$ cat src/rtl/freqchng_ctrl.sv
// Sequencer for the two-stage BUFGMUX frequency select: moves one mux stage
// per step and holds a settle interval after each change.
module freqchng_ctrl #(
    parameter int SETTLE_CYCLES = 16
) (
    input  logic       CLK,
    input  logic       RST,
    input  logic       REQ_VALID,
    input  logic [2:0] REQ_IDX,
    output logic       REQ_READY,
    output logic [2:0] FREQ_SEL,
    output logic [1:0] CUR_IDX,
    output logic       BUSY,
    output logic       DONE,
    output logic       ERR
);

    localparam int CW = $clog2(SETTLE_CYCLES + 1);
    localparam logic [CW-1:0] CNT_LOAD = CW'(SETTLE_CYCLES - 1);

    // STEP0/STEP1 writes are folded into the transitions that enter WAIT0/WAIT1,
    // so the first select change is visible the cycle after acceptance.
    typedef enum logic [1:0] {
        IDLE  = 2'd0,
        WAIT0 = 2'd1,
        WAIT1 = 2'd2,
        FIN   = 2'd3
    } state_t;

    state_t          r_state;
    logic [1:0]      r_sel;
    logic [CW-1:0]   r_cnt;
    logic [1:0]      r_tgt;
    logic [1:0]      r_cur;
    logic            r_err;

    state_t          w_nxt_state;
    logic [1:0]      w_nxt_sel;
    logic [CW-1:0]   w_nxt_cnt;
    logic [1:0]      w_nxt_tgt;
    logic [1:0]      w_nxt_cur;
    logic            w_nxt_err;

    logic            w_ready;
    logic            w_accept;
    logic            w_legal;
    logic            w_req_sel0;
    logic            w_req_sel1;
    logic            w_tgt_sel1;

    assign w_ready    = (r_state == IDLE) || (r_state == FIN);
    assign w_accept   = REQ_VALID && w_ready;
    assign w_legal    = (REQ_IDX <= 3'd2);
    assign w_req_sel1 = (REQ_IDX[1:0] == 2'd2);
    // idx2 hides stage 0 behind stage 1, so its stage-0 bit is left alone.
    assign w_req_sel0 = w_req_sel1 ? r_sel[0] : REQ_IDX[0];
    assign w_tgt_sel1 = (r_tgt == 2'd2);

    always_ff @(posedge CLK or posedge RST) begin
        if (RST) begin
            r_state <= IDLE;
            r_sel   <= 2'b00;
            r_cnt   <= '0;
            r_tgt   <= 2'd0;
            r_cur   <= 2'd0;
            r_err   <= 1'b0;
        end else begin
            r_state <= w_nxt_state;
            r_sel   <= w_nxt_sel;
            r_cnt   <= w_nxt_cnt;
            r_tgt   <= w_nxt_tgt;
            r_cur   <= w_nxt_cur;
            r_err   <= w_nxt_err;
        end
    end

    always_comb begin
        w_nxt_state = r_state;
        w_nxt_sel   = r_sel;
        w_nxt_cnt   = r_cnt;
        w_nxt_tgt   = r_tgt;
        w_nxt_cur   = r_cur;
        w_nxt_err   = 1'b0;
        case (r_state)
            IDLE, FIN: begin
                w_nxt_state = IDLE;
                if (w_accept) begin
                    if (!w_legal) begin
                        w_nxt_err = 1'b1;
                    end else begin
                        w_nxt_tgt = REQ_IDX[1:0];
                        if (w_req_sel0 != r_sel[0]) begin
                            w_nxt_sel[0] = w_req_sel0;
                            w_nxt_cnt    = CNT_LOAD;
                            w_nxt_state  = WAIT0;
                        end else if (w_req_sel1 != r_sel[1]) begin
                            w_nxt_sel[1] = w_req_sel1;
                            w_nxt_cnt    = CNT_LOAD;
                            w_nxt_state  = WAIT1;
                        end else begin
                            w_nxt_cur   = REQ_IDX[1:0];
                            w_nxt_state = FIN;
                        end
                    end
                end
            end
            WAIT0: begin
                if (r_cnt != '0) begin
                    w_nxt_cnt = r_cnt - CW'(1);
                end else if (w_tgt_sel1 != r_sel[1]) begin
                    w_nxt_sel[1] = w_tgt_sel1;
                    w_nxt_cnt    = CNT_LOAD;
                    w_nxt_state  = WAIT1;
                end else begin
                    w_nxt_cur   = r_tgt;
                    w_nxt_state = FIN;
                end
            end
            WAIT1: begin
                if (r_cnt != '0) begin
                    w_nxt_cnt = r_cnt - CW'(1);
                end else begin
                    w_nxt_cur   = r_tgt;
                    w_nxt_state = FIN;
                end
            end
            default: w_nxt_state = IDLE;
        endcase
    end

    assign REQ_READY = w_ready;
    assign FREQ_SEL  = {1'b0, r_sel};
    assign CUR_IDX   = r_cur;
    assign BUSY      = (r_state == WAIT0) || (r_state == WAIT1);
    assign DONE      = (r_state == FIN);
    assign ERR       = r_err;

endmodule
$ cat config.mk
export PLATFORM = sky130hd
export DESIGN_NAME = freqchng_ctrl
export DESIGN_NICKNAME = d
export VERILOG_FILES = /design/src/rtl/freqchng_ctrl.sv
export SDC_FILE = /design/constraint.sdc
export NUM_CORES = 1
export LEC_CHECK = 0
export ABC_CLOCK_PERIOD_IN_PS = 5900
export CORE_MARGIN = 3
export CORE_UTILIZATION = 59
export CTS_BUF_LIST = sky130_fd_sc_hd__clkbuf_4
export DETAILED_ROUTE_END_ITERATION = 7
export HOLD_SLACK_MARGIN = 0.06
export PLACE_DENSITY = 0.87
export SYNTH_ARGS = -nofsm -noshare
export SYNTH_HDL_FRONTEND = slang
export SYNTH_SLANG_ARGS = --single-unit
$ cat constraint.sdc
create_clock -name CLK -period 5.9 [get_ports CLK]
set_input_delay 1.18 -clock CLK [delete_from_list [all_inputs] [get_ports CLK]]
set_output_delay 1.18 -clock CLK [all_outputs]
set_load 0.05 [all_outputs]
Word level (Yosys, flattened, before mapping)
Cells that the tools add are included.

storage, ports and cells
  bits in registers = 14
  bits in latches = 0
  memory bits (writable) = 0
  memory bits (read-only) = 0
  output and inout bits = 9
  word-level logic and storage cells = 78
  memories kept = 0

operators by class
  $add $sub $neg = 1
  multipliers = 0
  div/mod/pow operators = 0
  order comparisons = 1
  equality and inequality tests = 20
  shift-type cells = 0
  multiplexer cells = 36
  bitwise operators = 0
  reductions and logical operators = 13

operator list
  cell                 count
  $mux 5               7
  $mux 2               14
  $ne 2x2->1 const B   10
  $pmux 5 s3           1
  $reduce_and 7->1     2
  $pmux 2 s3           2
  $mux 1               11
  $eq 2x2->1 const B   4
  $ne 3x3->1 const B   2
  $reduce_and 5->1     1
  $reduce_bool 5->1    1
  $sub 5x1->5 const B  1
  $reduce_and 4->1     1
  $le 3x2->1 const B   1
  $ne 1x1->1           3
  $reduce_and 3->1     1
  $eq 2x1->1 const B   1
  $logic_not 2->1      1
  $logic_or 1x1->1     2
  $pmux 1 s2           1
  $reduce_and 2->1     1
  $reduce_bool 2->1    1
  $reduce_or 2->1      1
  $logic_and 1x1->1    1

Longest topological paths before layout
Gate-level depths: netlist of the first run.

  depth in word-level cells = 7
  mapped depth = 8
  mapped depth without buffers = 7

Worst setup path after synthesis of the first run
OpenSTA, ideal clock, no wires.

  path kind = reg-to-output
  start = register r_state[0]
  end = output port BUSY
  data arrival time = 1.534 ns
  required time = 4.720 ns
  path slack = 3.186 ns
  stages on the path, launching flop included = 5
  path buffers = 1
  cell sequence = dfrtp_1 -> inv_1 -> ha_1 -> clkbuf_2 -> inv_1

on the way
  word-level cells in the longest chain between the ends = 2
  elaborated cells between the ends (all ways) = 3

ends and longest elaborated chain
  item                                      RTL line  text
  start: declaration                        30        state_t r_state;
  start signal: assignment                  68        r_state <= w_nxt_state;
  $eq 2x1->1 or $eq 2x2->1 (tied branches)  134       assign BUSY = (r_state == WAIT0) || (r_state == WAIT1);
  $logic_or 1x1->1 *                        134
  end: declaration                          13        output logic BUSY,

Mark *: on every way between the ends. The rest lies on a longest branch, timed or not.

Final worst setup path of the first run
Same ends and word-level chain as after synthesis.

==> results of run 1 <==
==> layout make-up <==
cell class | instances | area [µm²]
Clock inverter | 1 | 3.75
Tap cell | 15 | 18.8
Fill cell | 92 | 307
Sequential cell | 14 | 350
Inverter | 10 | 37.5
Multi-Input combinational cell | 75 | 529
Clock buffer | 3 | 22.5
Timing Repair Buffer | 13 | 130
==> cell usage in the layout (no fill, tap or decap), types with 2 or more instances in the layout <==
master / synthesis / final
inv_1: 10 / 10
nand2b_1: 3 / 3
dfrtp_1: 14 / 14
nor2b_1: 3 / 3
o31ai_1: 2 / 2
nand2_1: 8 / 8
mux2_1: 2 / 2
nor3_1: 3 / 3
ha_1: 4 / 4
a211oi_1: 3 / 3
mux2_2: 2 / 2
o22a_1: 4 / 4
nor2_1: 5 / 5
a21oi_1: 8 / 8
clkbuf_4: 0 / 3
o21ai_0: 7 / 7
clkdlybuf4s50_1: 0 / 13
xnor2_1: 2 / 2
==> routing by layer <==
metal / share of wire, % / global-route usage (%) / vias up
li1: - / - / 405
met1: 47 / 27.0 / 381
met2: 47 / 38.5 / 27
met3: 3.8 / 3.56 / 7
met4: 2.0 / 9.66 / 0
met5: 0 / 0 / -
==> metrics by stage <==
| stage | hold WS [ns] | cell area (µm²) | instances | util, % |
|---|---|---|---|---|
| 3_5_place_dp | 0.488 | 1070 | 127 | 76.2 |
| 5_1_grt | 0.544 | 1090 | 131 | 78.1 |
| 6_report | 0.502 | 1090 | 131 | 78.1 |
| 2_1_floorplan | 0.505 | 945 | 105 | - |
| 4_1_cts | 0.508 | 1090 | 131 | 78.1 |
| 3_3_place_gp | 0.473 | 1070 | 127 | 76.2 |
==> sequential cells by signal, summed over array words and instances, names as in the netlist <==
name,flops
r_cnt,5
CUR_IDX,2
r_sel,2
r_state,2
r_tgt,2
ERR,1
==> path summary, 6_finish.rpt <==
path	cells past startpoint	slack [ns]	endpoint
setup reg to reg	7	3.38	r_sel[1]
max in group asynchronous	2	4.32	r_cnt[4]
setup / recovery	4	2.33	BUSY
hold / removal	1	0.50	CUR_IDX[1]
min in group asynchronous	2	1.23	r_sel[0]
hold reg to reg	1	0.50	CUR_IDX[1]
==> kinds of logic after synthesis <==
family	share of synthesized area, %
compound gates	26.8
xor+xnor	1.85
fa+ha+maj	5.30
buf+inv	6.89
flops	37.1
mux	5.83
other cells	0.397
simple gates	15.9
==> worst max-delay path, stage by stage (launching register included) <==
cell             delay (ns)
dfrtp_1                0.41
inv_1                  0.06
ha_1                   0.65
inv_1                  0.23
clkdlybuf4s50_1        0.76
==> out/metrics.cfg, run 1 <==
[run_status]
status=complete, no violations

[logic_synthesis]
synth_edf_count=0
syn_area_per_cell_um2=9.00
ys_types=38
synth_ff_type=dfrtp_1
yosys.area.top_type=dfrtp_1
synth.top_cells.by_count=dfrtp_1 (14), inv_1 (10), a21oi_1 (8), nand2_1 (8), o21ai_0 (7)
async_flop_share_pct=100
syn-num-nets=115
synthMostInstantiatedCell=dfrtp_1
netlist_instances=105
yosysSeqAreaShare_pct=37.1
synth_top_area_share_pct=37.1
synthTopCellsByArea=dfrtp_1 (37%), ha_1 (5.3%), a21oi_1 (4.2%)
ys_ff_latch=14
ys_warn_count=0
synth.cell_area_um2=945

[floorplan]
boundaryPins=15
die_x_um=46.0
die_h_um=46.0
rows=13
start_util_pct=67.5
core_area_um2=1400
dieArea_um2=2120

[clocking]
cts_made_buffers=3
clock_latency_ns=0.29
cts.repair.resized=0
htree_levels=1
post_cts_buffers=0
cts_buffer_depth=2
cts-root-buf=clkbuf_4
cts_tree=built
cts_hold_buf=0
path_clk_slew_ns=0.09
cts.sinks=14

[route]
first_pass_iters=4
route.detailed.drc=0
post_drt_via_cell_ratio=6.26
vias=820
final_antenna_net_count=0
wl_um=1970
wire_per_inst_um=15.1
drtIter0Drc=29

[placement]
post-place-ws_ns=2.69
place_hpwl_um=1460
place.gp.congestion=0.859
portBuffers=13

[flow_run]
cap_violations=0

[sta]
setup_ws_ns=2.33
rsz0062_at_grt=false
max_freq_mhz=280
setup_viol_count_final=0
final.setup.tns_ns=0
final.setup_skew_ns=0.00196
hold_violations=0
maxSlewHeadroom_pct=56.1
finalCritPeriodShare_pct=60.6
min_period_ns=3.57
worst_pin_slew_ns=0.650
finalMaxSlewViolations=0

[global_routing]
grt_pass1_vias=797
grt_overflow=0
grt_antenna_before_repair=0
grt_usage_pct=22.3
grt_first_pass_wirelength_um=3340
grt_max_degree=18

[critical_path]
crit_path_start=r_state[0]
startpoint_type=flop
end_kind=output port
cp_max_fo=17
cp.arrival_ns=2.39
rr_startpoint=r_state[0]
crit_type=reg2out
cp_data_required_time_ns=4.72

[cells_and_area]
area_delta_synth_final_pct=15.6
nets=127
antenna_cells=0
drive_gt1_share_pct=6.90

[min_path]
hp-class=reg2reg
holdCritStartpoint=CUR_IDX[1]

Power of run 1 is not shown: default switching activity piles up to over one toggle a cycle in this logic, so the estimate is an artifact.
==> run 2, diff against run 1 <==
==> config.mk (replaced) <==
export PLATFORM = sky130hd
export DESIGN_NAME = freqchng_ctrl
export DESIGN_NICKNAME = d
export VERILOG_FILES = /design/src/rtl/freqchng_ctrl.sv
export SDC_FILE = /design/constraint.sdc
export NUM_CORES = 1
export LEC_CHECK = 0
export ABC_CLOCK_PERIOD_IN_PS = 3600
export CORE_ASPECT_RATIO = 1.25
export CORE_MARGIN = 3
export CORE_UTILIZATION = 54
export CTS_BUF_LIST = sky130_fd_sc_hd__clkbuf_4
export DETAILED_ROUTE_END_ITERATION = 7
export HOLD_SLACK_MARGIN = 0.06
export PLACE_DENSITY = 0.8
export SYNTH_ARGS = -nofsm -noshare
export SYNTH_HDL_FRONTEND = slang
export SYNTH_SLANG_ARGS = --single-unit
==> constraint.sdc (replaced) <==
create_clock -name CLK -period 3.6 [get_ports CLK]
set_input_delay 0.72 -clock CLK [delete_from_list [all_inputs] [get_ports CLK]]
set_output_delay 0.72 -clock CLK [all_outputs]
set_load 0.05 [all_outputs]
==> run 2 against run 1 <==
  * Sequential share of layout area fell by 0.11 points
  * Clock skew rose by 0.0048 ns
  * First-iteration DRC count fell by 3.4%
  * Die area rose by 8.2%
  * Via count rose by 0.49%
  * Critical path depth did not move
  * Global-route usage fell by 1.3 points
  * Register-to-register slack got worse by 2.2 ns
  * Flip-flop and latch count did not move
  * Cell area rose by 0.34%
  * Wire length rose by 0.15%
  * Non-clock buffer count did not move
==> out/metrics.cfg, run 2 (same netlist as run 1, synthesis figures left out) <==
[critical_path]
critPathTopFamily=buffers and inverters  ; unchanged
slowest_delay_ns=0.84  ; was 0.76 ns
critical_path_buf_inv_count=3  ; unchanged
cp.arrival_ns=2.35  ; was 2.39 ns
worst_path_most_repeated_cell=inv_1  ; unchanged
cp_max_fo=17  ; unchanged
crit_slowest_cell=clkdlybuf4s50_1  ; unchanged
crit_type=reg2out  ; unchanged
end_kind=output port  ; unchanged
startpoint_type=flop  ; unchanged
path_cells=inv_1 -> ha_1 -> inv_1 -> clkdlybuf4s50_1  ; unchanged
crit_path_start=r_state[0]  ; unchanged
cp_data_required_time_ns=2.88  ; was 4.72 ns
rr_startpoint=r_state[0]  ; unchanged

[sta]
worst_pin_slew_ns=0.740  ; was 0.650 ns
max_freq_mhz=325
rsz0062_at_grt=false  ; unchanged
finalCritPeriodShare_pct=85.4
final.setup_skew_ns=0.00680  ; was 0.00196 ns
setup_viol_count_final=0  ; unchanged
maxSlewHeadroom_pct=50.0  ; was 56.1%
hold_violations=0  ; unchanged
min_period_ns=3.07
finalMaxSlewViolations=0  ; unchanged
final.setup.tns_ns=0  ; unchanged

[clocking]
post_cts_buffers=0  ; unchanged
cts-root-buf=clkbuf_4  ; unchanged
clock_latency_ns=0.28  ; was 0.29 ns
htree_levels=1  ; unchanged
path_clk_slew_ns=0.09  ; about the same
cts.repair.resized=0  ; unchanged
cts.sinks=14  ; unchanged
cts_made_buffers=3  ; unchanged
cts_tree=built  ; unchanged
cts_buffer_depth=2  ; unchanged
cts_hold_buf=0  ; unchanged

[cells_and_area]
largest_reg_flops=5  ; unchanged
finalInstanceArea_um2=1100  ; was 1090 µm²
final_common_cell=dfrtp_1  ; unchanged
drive_gt1_share_pct=6.90  ; unchanged
multi_input_area_um2=529  ; unchanged
area_delta_synth_final_pct=16.0  ; was 15.6%
nets=127  ; unchanged
post-route-util_pct=68.4  ; was 78.1%
antenna_cells=0  ; unchanged
final_cell_mix=dfrtp_1 (14), clkdlybuf4s50_1 (13), inv_1 (10)  ; unchanged
n_fill_cell=133  ; was 92
seq_area_um2=350  ; unchanged
top_register=r_cnt  ; unchanged

[route]
drtIter0Drc=28  ; was 29
vias=824  ; was 820
wire_per_inst_um=14.8  ; was 15.1 µm
first_pass_iters=5  ; was 4
wl_um=1980  ; was 1970 µm
final_antenna_net_count=0  ; unchanged
post_drt_via_cell_ratio=6.15  ; was 6.26
route.detailed.drc=0  ; unchanged

[global_routing]
grt_antenna_before_repair=0  ; unchanged
grt_first_pass_wirelength_um=3640  ; was 3340 µm
grt_pass1_vias=827  ; was 797
grt_usage_pct=21.1  ; was 22.3%
grt_max_degree=18  ; unchanged
grt_overflow=0  ; unchanged

[floorplan]
rows=16  ; was 13
die_h_um=52.8  ; was 46.0 µm
start_util_pct=59.0  ; was 67.5%
dieArea_um2=2290  ; was 2120 µm²
boundaryPins=15  ; unchanged
die_x_um=43.4  ; was 46.0 µm
core_area_um2=1600  ; was 1400 µm²

[placement]
dpl_cell_area_um2=1070  ; about the same
place_hpwl_um=1480  ; was 1460 µm
place.gp.congestion=0.801  ; was 0.859
portBuffers=13  ; unchanged

[min_path]
hp-class=reg2reg  ; unchanged
holdCritStartpoint=CUR_IDX[0]  ; was CUR_IDX[1]

[flow_run]
cap_violations=0  ; unchanged

[run_status]
status=complete, no violations  ; unchanged

==> run 2: cell counts in the layout (fill, tap and decap cells not counted) <==
Identical to the previous run, type by type.
==> run 2: worst paths after layout <==
path                              endpoint  slack (ns)  depth (start not counted)
worst min register to register  CUR_IDX[0]        0.49                          1
min in group asynchronous         r_sel[1]        0.77                          2
worst min-delay path            CUR_IDX[0]        0.49                          1
max in group asynchronous         r_tgt[1]        2.47                          2
worst max register to register    r_sel[1]        1.22                          7
worst max-delay path                  BUSY        0.53                          4
==> run 2: cell type report <==
| type | instances | share of cell area, % |
|---|---|---|
| Clock buffer | 3 | 2.05 |
| Clock inverter | 1 | 0.342 |
| Inverter | 10 | 3.42 |
| Multi-Input combinational cell | 75 | 48.3 |
| Sequential cell | 14 | 32.0 |
| Tap cell | 18 | 2.05 |
| Timing Repair Buffer | 13 | 11.9 |
==> run 2: per-stage QoR <==
stage                     std cells  worst slack, ns  hold WS [ns]
after CTS                       134            0.535         0.499
final                           134            0.526         0.494
after global placement          130            0.914         0.470
after global routing            134            0.382         0.539
after detailed placement        130            0.845         0.478
after floorplan                 105             1.23         0.505
==> run 2: per-layer routing <==
metal | share of wire, % | vias to the layer above | track usage (%)
met3 | 3.8 | 4 | 4.81
met4 | 1.5 | 0 | 8.54
li1 | - | 397 | -
met1 | 41 | 401 | 23.6
met5 | 0 | - | 0
met2 | 54 | 22 | 37.7
Power of run 2 is left out for the same reason.
==> run 3, diff against run 2 <==
--- a/config.mk
+++ b/config.mk
@@ -5,13 +5,11 @@
 export SDC_FILE = /design/constraint.sdc
 export NUM_CORES = 1
 export LEC_CHECK = 0
-export ABC_CLOCK_PERIOD_IN_PS = 3600
 export CORE_ASPECT_RATIO = 1.25
 export CORE_MARGIN = 3
 export CORE_UTILIZATION = 54
 export CTS_BUF_LIST = sky130_fd_sc_hd__clkbuf_4
 export DETAILED_ROUTE_END_ITERATION = 7
-export HOLD_SLACK_MARGIN = 0.06
 export PLACE_DENSITY = 0.8
 export SYNTH_ARGS = -nofsm -noshare
 export SYNTH_HDL_FRONTEND = slang
==> results of run 3 <==
Final layout, timing and power as in run 2 (identical DEF).
Power of run 3 is left out for the same reason.
